**src/rtl/cache_miss_ctrl.sv**
```systemverilog
// Miss controller for a write-back, write-allocate, direct-mapped data cache.
// Define CACHE_CWF_EN to enable critical-word-first forwarding and hit-under-fill.
module cache_miss_ctrl #(
    parameter int unsigned ADDR_W     = 32,
    parameter int unsigned WORD_BYTES = 4,
    parameter int unsigned LINE_WORDS = 8,
    parameter int unsigned NUM_LINES  = 128
) (
    input  logic                          Clk,
    input  logic                          Rst,
    input  logic                          En,
    input  logic                          RW,
    input  logic [ADDR_W-1:0]             Addr,
    output logic                          Stall,
    input  logic                          C_Miss,
    input  logic                          C_Dirty,
    output logic                          C_Rd,
    output logic                          C_Wr,
    output logic                          C_LineWr,
    output logic                          Merge,
    output logic                          LB_Start,
    input  logic                          LB_WordValid,
    input  logic [$clog2(LINE_WORDS)-1:0] LB_WordIdx,
    input  logic                          LB_Done,
    output logic                          LW_Start,
    input  logic                          LW_Done,
    output logic [ADDR_W-1:0]             MissAddr,
    output logic                          CrtWord,
    output logic                          Busy
);

    localparam int unsigned OFF_W  = $clog2(WORD_BYTES);
    localparam int unsigned WOFF_W = $clog2(LINE_WORDS);
    localparam int unsigned IDX_W  = $clog2(NUM_LINES);
    localparam int unsigned LINE_W = OFF_W + WOFF_W;

`ifdef CACHE_CWF_EN
    localparam bit CwfEn = 1'b1;
`else
    localparam bit CwfEn = 1'b0;
`endif

    typedef enum logic [1:0] {StIdle, StMiss, StFillWait, StLineWr} state_e;

    state_e              state_q, state_d;
    logic [ADDR_W-1:0]   miss_addr_q, miss_addr_d;
    logic [WOFF_W-1:0]   miss_off_q, miss_off_d;
    logic                lbp_q, lbp_d;
    logic                lwp_q, lwp_d;
    logic                crit_seen_q, crit_seen_d;
    logic                wr_miss_q, wr_miss_d;
    logic                idx_match;
    logic                crit_hit;
    logic                fill_go;

    assign idx_match = Addr[LINE_W +: IDX_W] == miss_addr_q[LINE_W +: IDX_W];
    // Only a read miss forwards its word, and only the first matching arrival.
    assign crit_hit  = LB_WordValid && (LB_WordIdx == miss_off_q) && !wr_miss_q && !crit_seen_q;
    assign fill_go   = (!lbp_q || LB_Done) && (!lwp_q || LW_Done);

    assign Busy     = (state_q != StIdle);
    assign MissAddr = miss_addr_q;

    always_comb begin
        state_d     = state_q;
        miss_addr_d = miss_addr_q;
        miss_off_d  = miss_off_q;
        lbp_d       = lbp_q;
        lwp_d       = lwp_q;
        crit_seen_d = crit_seen_q;
        wr_miss_d   = wr_miss_q;
        Stall       = 1'b0;
        C_Rd        = 1'b0;
        C_Wr        = 1'b0;
        C_LineWr    = 1'b0;
        Merge       = 1'b0;
        LB_Start    = 1'b0;
        LW_Start    = 1'b0;
        CrtWord     = 1'b0;

        unique case (state_q)
            StIdle: begin
                if (En) begin
                    if (!C_Miss) begin
                        C_Rd = !RW;
                        C_Wr = RW;
                    end else begin
                        Stall       = 1'b1;
                        miss_addr_d = {Addr[ADDR_W-1:LINE_W], {LINE_W{1'b0}}};
                        miss_off_d  = Addr[OFF_W +: WOFF_W];
                        wr_miss_d   = RW;
                        lbp_d       = 1'b1;
                        lwp_d       = C_Dirty;
                        crit_seen_d = 1'b0;
                        state_d     = StMiss;
                    end
                end
            end
            StMiss: begin
                LB_Start = 1'b1;
                LW_Start = lwp_q;
                Stall    = CwfEn ? 1'b1 : En;
                state_d  = StFillWait;
            end
            StFillWait: begin
                lbp_d = lbp_q && !LB_Done;
                lwp_d = lwp_q && !LW_Done;
                if (fill_go) begin
                    state_d = StLineWr;
                end
                if (!CwfEn) begin
                    Stall = En;
                end else if (crit_hit) begin
                    CrtWord     = 1'b1;
                    crit_seen_d = 1'b1;
                end else if (!crit_seen_q) begin
                    Stall = 1'b1;
                end else if (En) begin
                    // Hit-under-fill: only hits to other lines may proceed.
                    if (C_Miss || idx_match) begin
                        Stall = 1'b1;
                    end else begin
                        C_Rd = !RW;
                        C_Wr = RW;
                    end
                end
            end
            StLineWr: begin
                C_LineWr    = 1'b1;
                Merge       = wr_miss_q;
                Stall       = En;
                lbp_d       = 1'b0;
                lwp_d       = 1'b0;
                crit_seen_d = 1'b0;
                wr_miss_d   = 1'b0;
                state_d     = StIdle;
            end
            default: state_d = StIdle;
        endcase
    end

    always_ff @(posedge Clk) begin
        if (Rst) begin
            state_q     <= StIdle;
            miss_addr_q <= '0;
            miss_off_q  <= '0;
            lbp_q       <= 1'b0;
            lwp_q       <= 1'b0;
            crit_seen_q <= 1'b0;
            wr_miss_q   <= 1'b0;
        end else begin
            state_q     <= state_d;
            miss_addr_q <= miss_addr_d;
            miss_off_q  <= miss_off_d;
            lbp_q       <= lbp_d;
            lwp_q       <= lwp_d;
            crit_seen_q <= crit_seen_d;
            wr_miss_q   <= wr_miss_d;
        end
    end

endmodule

```
**config.mk**
```make
export PLATFORM = sky130hd
export DESIGN_NAME = cache_miss_ctrl
export DESIGN_NICKNAME = d
export VERILOG_FILES = /design/src/rtl/cache_miss_ctrl.sv
export SDC_FILE = /design/constraint.sdc
export NUM_CORES = 1
export LEC_CHECK = 0
export CORE_MARGIN = 5
export CORE_UTILIZATION = 30
export DETAILED_ROUTE_END_ITERATION = 10
export PLACE_DENSITY_LB_ADDON = 0.2
export SKIP_CTS_REPAIR_TIMING = 1
export SYNTH_ARGS = -nofsm -noshare
export SYNTH_HDL_FRONTEND = slang
export SYNTH_SLANG_ARGS = --single-unit
```
**constraint.sdc**
```tcl
create_clock -name Clk -period 2.6 [get_ports Clk]
set_input_delay 0.39 -clock Clk [delete_from_list [all_inputs] [get_ports Clk]]
set_output_delay 0.39 -clock Clk [all_outputs]
set_load 0.005 [all_outputs]
```
Word level (Yosys, flattened, before mapping)
Index checks and enable logic that the tools add are counted.
- equal/unequal tests: 6
- mux-type cells: 26
- reductions and logical operators: 19
- operators with widths (operator ; count):
    $mux 1 ; 18
    $reduce_and 3->1 ; 4
    $pmux 2 s4 ; 1
    $mux 2 ; 3
    $ne 2x2->1 const B ; 3
    $pmux 1 s3 ; 2
    $logic_not 1->1 ; 5
    $eq 2x2->1 const B ; 2
    $pmux 1 s2 ; 2
    $reduce_bool 2->1 ; 2
    $logic_and 1x1->1 ; 3
    $reduce_bool 3->1 ; 1
    $reduce_or 3->1 ; 1
    $eq 2x1->1 const B ; 1
    $logic_not 2->1 ; 1
    $logic_or 1x1->1 ; 2
- register bits: 32
- input port bits: 44
- output and inout bits: 41
- word-level logic and storage cells: 56

Logic depth before layout (Yosys ltp)
- word-level depth: 5
- mapped depth: 7
- depth with buffers taken out: 5

Worst setup path after synthesis
No wires, ideal clock.
- path kind: reg2reg
- start: register state_q[0]
- end: register state_q[1]
- setup time: 0.087 ns
- data arrival time: 1.375 ns
- required time: 2.513 ns
- slack: 1.138 ns
- cell stages (with the launch flop): 6
- buffers on the path: 0
- clock period less this slack: 1.462 ns
- cell sequence: dfxtp_1 > inv_1 > ha_1 > and3b_1 > or4_1 > o31ai_1
- word-level cells in the longest chain between the ends: 3
- elaborated cells between the ends (all ways): 9
- those cells by class: 6 x eq/ne; 1 x mux; 2 x reduce/logical
- ends and longest elaborated chain (element ; line ; source):
    from (decl) ; 45 ; state_e state_q, state_d;
    from (signal assigned) ; 144 ; state_q <= StIdle;
    from (signal assigned) ; 152 ; state_q <= state_d;
    $eq 2x2->1 or $logic_not 2->1 (tied branches) ; 81 ; unique case (state_q)
    $ne 2x2->1 (no line) ; -- ;
    $reduce_and 3->1 (no line) ; -- ;
Several ways; a longest one is shown, not always the timed one.
A chain may end at the register's enable or synchronous reset.

Worst setup path after layout
- start: register state_q[1]
- end: output port C_Rd
- word-level cells in the longest chain between the ends: 2
- ends and longest elaborated chain (element ; line ; source):
    $logic_not 2->1 ; 81 ;
    $mux 1 ; -- ;
    to (decl) ; 17 ; output logic C_Rd,
No other way between the ends.

==> impl_metrics.env <==
export IMPL_synth_flop_cell="dfxtp_1"
export IMPL_nets=286
export IMPL_critPathMaxStageDelay_ns=0.50
export IMPL_cp_max_fo=8
export IMPL_required_ns=2.21
export IMPL_synth_area_leaders="dfxtp_1 47%, nand2_1 15%, a21oi_1 8.7%"
export IMPL_clk_latency_ns=0.28
export IMPL_crit_buf_inv=2
export IMPL_synthMostInstantiatedCell="nand2_1"
export IMPL_synthArstFlopShare_pct=0
export IMPL_hold_depth=2
export IMPL_io_pins=85
export IMPL_ant_nets=0
export IMPL_synth_common_cells="55 x nand2_1, 32 x dfxtp_1, 24 x a21oi_1"
export IMPL_grt_pass1_vias=1177
export IMPL_utilization_pct=48.7
export IMPL_rows=24
export IMPL_clockBufferDepth=2
export IMPL_drcViolationCount=0
export IMPL_hp_class="register to register"
export IMPL_cp_slowest_cell="clkdlybuf4s50_1"
export IMPL_routed_top_layer="met4"
export IMPL_seq_area_frac_synth_pct=46.5
export IMPL_setup_violations=0
export IMPL_die_x_um=77.7
export IMPL_place_gp_congestion=0.800
export IMPL_cts_tree="yes"
export IMPL_fin_crit_ns=2.34
export IMPL_ys_ff_latch=32
export IMPL_regToRegSetupSlack_ns=1.02
export IMPL_core_area_sq_mm=0.00441
export IMPL_dieArea_sq_mm=0.00604
export IMPL_grt_max_degree=33
export IMPL_synth_top_area_share_pct=46.5
export IMPL_wl_per_cell_um=12.2
export IMPL_wl_met3_um=358
export IMPL_finClkSkew_ns=0.00602
export IMPL_grt_overflow=0
export IMPL_initial_core_util_pct=31.2
export IMPL_cp_start_kind="register"
export IMPL_drv_cap=0
export IMPL_p_total_mw=1.53
export IMPL_met1_length_um=1580
export IMPL_synth_cell_type_count=29
export IMPL_critical_path_arrival_ns=1.95
export IMPL_ir_worst_vdd_v=0.000295
export IMPL_min_to="MissAddr[25]$_SDFFE_PP0P_"
export IMPL_drt_iter0_drc=25
export IMPL_yosysTopAreaCell="dfxtp_1"
export IMPL_syn_cell_area_sq_mm=0.00138
export IMPL_syn_area_per_cell_sq_um=8.19
export IMPL_critPathKind="register to output pin"
export IMPL_p_leak_nw=0.802
export IMPL_fin_crit_sh_pct=89.8
export IMPL_cts_sinks=32
export IMPL_min_from="MissAddr[25]$_SDFFE_PP0P_"
export IMPL_die_h_um=77.7
export IMPL_r2r_start="state_q[0]$_SDFFE_PP0P_"
export IMPL_ctsHtreeMaxLevel=2
export IMPL_reg2regPathDepth=5
export IMPL_vias=1270
export IMPL_numCtsBuffers=5
export IMPL_pwr_density_cell_mw_per_mm2=711
export IMPL_worstReg2RegEnd="state_q[1]$_SDFFE_PP0P_"
export IMPL_track_usage_pct=11.7
export IMPL_synth_edf_count=0
export IMPL_area_growth_pct=56.2
export IMPL_crit_path_cell_trace="inv_1 > ha_1 > nor2b_1 > nand2_1 > nor2_1 > clkdlybuf4s50_1"
export IMPL_fin_area_sq_mm=0.00215
export IMPL_fin_setup_tns_ns=0
export IMPL_yosys_warnings=0
export IMPL_wl_um=3550
export IMPL_wl_met2_um=1570
export IMPL_antenna_found_initial=0
export IMPL_portBuffers=69
export IMPL_status="finished, final reports clean"
export IMPL_report_final_slew_viol_count=0
export IMPL_path_clk_slew_ns=0.06
export IMPL_fmax_ghz=0.428
export IMPL_worst_hold_slack_ns=0.451
export IMPL_firstDrtPassIters=4
export IMPL_syn_inst=168
export IMPL_dpl_cell_area_sq_mm=0.00207
export IMPL_hpwl_um=2590
export IMPL_diodes=0
export IMPL_finalHoldViolCount=0
export IMPL_cts_root_buf="clkbuf_8"
export IMPL_grt_pass1_wl_um=5690
export IMPL_via_per_inst=4.38
export IMPL_path_delay_family="buffers and inverters"
export IMPL_drive_above_1_share_pct=7.98
export IMPL_cp_end_kind="output pin"
export IMPL_rsz0062_at_grt="no"
## cell usage in the layout, fill, tap and decap left out
cell and instances:
nand2_1 55, clkbuf_8 5, conb_1 6, nand2b_1 2, a21oi_1 24, dfxtp_1 32
and3b_1 2, a2111oi_0 1, a21oi_2 6, nand3b_1 1, nor4_1 1, nor3_1 3
o31ai_1 1, a21boi_2 1, clkbuf_1 1, and3_1 2, o21a_1 1, nor2_1 4
buf_4 4, clkdlybuf4s50_1 69, nand3_1 1, or4_1 1, inv_1 4, a21bo_2 1
and2_1 2, nand3_2 1, ha_1 4, clkinv_2 1, nor2b_1 2
## sequential cells by signal (all words and copies together) (netlist names)
signal     count
MissAddr      27
state_q        2
lbp_q          1
lwp_q          1
wr_miss_q      1
## kinds of logic (layout without fill, tap and decap cells)
logic type / after synthesis / count (layout) / share of synthesized area (%)
and+or+nand+nor: 77 / 77 / 24.7
AOI/OAI and AO/OA: 35 / 35 / 15.8
DFF: 32 / 32 / 46.5
buffers and inverters: 19 / 84 / 9.00
adders and majority gates: 4 / 4 / 3.64
other: 1 / 6 / 0.272
## per-layer routing
metal / GRT usage, % / vias up
met1: 14.2 / 543
met2: 17.6 / 49
met4: 4.64 / 0
met3: 5.67 / 7
li1: - / 671
met5: 0 / -
## where the power goes
part | leakage [nW] | switching [mW] | internal, mW
clock network | 0.0410 | 0.166 | 0.181
registers | 0.261 | 0.0434 | 0.568
logic | 0.499 | 0.261 | 0.308
total | 0.802 | 0.470 | 1.06
## how the worst max path moves through the flow
stage / endpoint / startpoint / cells after the start
floorplan: state_q[1]$_SDFFE_PP0P_ / state_q[0]$_SDFFE_PP0P_ / 5
global placement: C_Wr / C_Miss / 4
detailed placement: C_Rd / C_Miss / 5
CTS: C_Rd / state_q[1]$_SDFFE_PP0P_ / 6
global route: C_Wr / state_q[1]$_SDFFE_PP0P_ / 5
finish: C_Rd / state_q[1]$_SDFFE_PP0P_ / 6
## per-stage QoR
step | cells | worst slack [ns]
3_3_place_gp | 283 | 0.442
5_1_grt | 290 | 0.0939
2_1_floorplan | 173 | 1.14
4_1_cts | 290 | 0.257
6_report | 290 | 0.264
3_5_place_dp | 283 | 0.413
## worst register-to-register path, cell delays in order (launching register included)
cell,delay [ns]
dfxtp_1,0.37
inv_1,0.08
ha_1,0.30
a21boi_2,0.21
or4_1,0.47
o31ai_1,0.08
## cell type report
| type | count | area (sq um) |
|---|---|---|
| Inverter | 4 | 15.0 |
| Timing Repair Buffer | 73 | 721 |
| Sequential cell | 32 | 641 |
| Multi-Input combinational cell | 122 | 631 |
| Clock inverter | 1 | 5.00 |
| Clock buffer | 6 | 72.6 |
| Fill cell | 453 | 2260 |
| Tap cell | 52 | 65.1 |
Power figures use the tool's default switching activity.
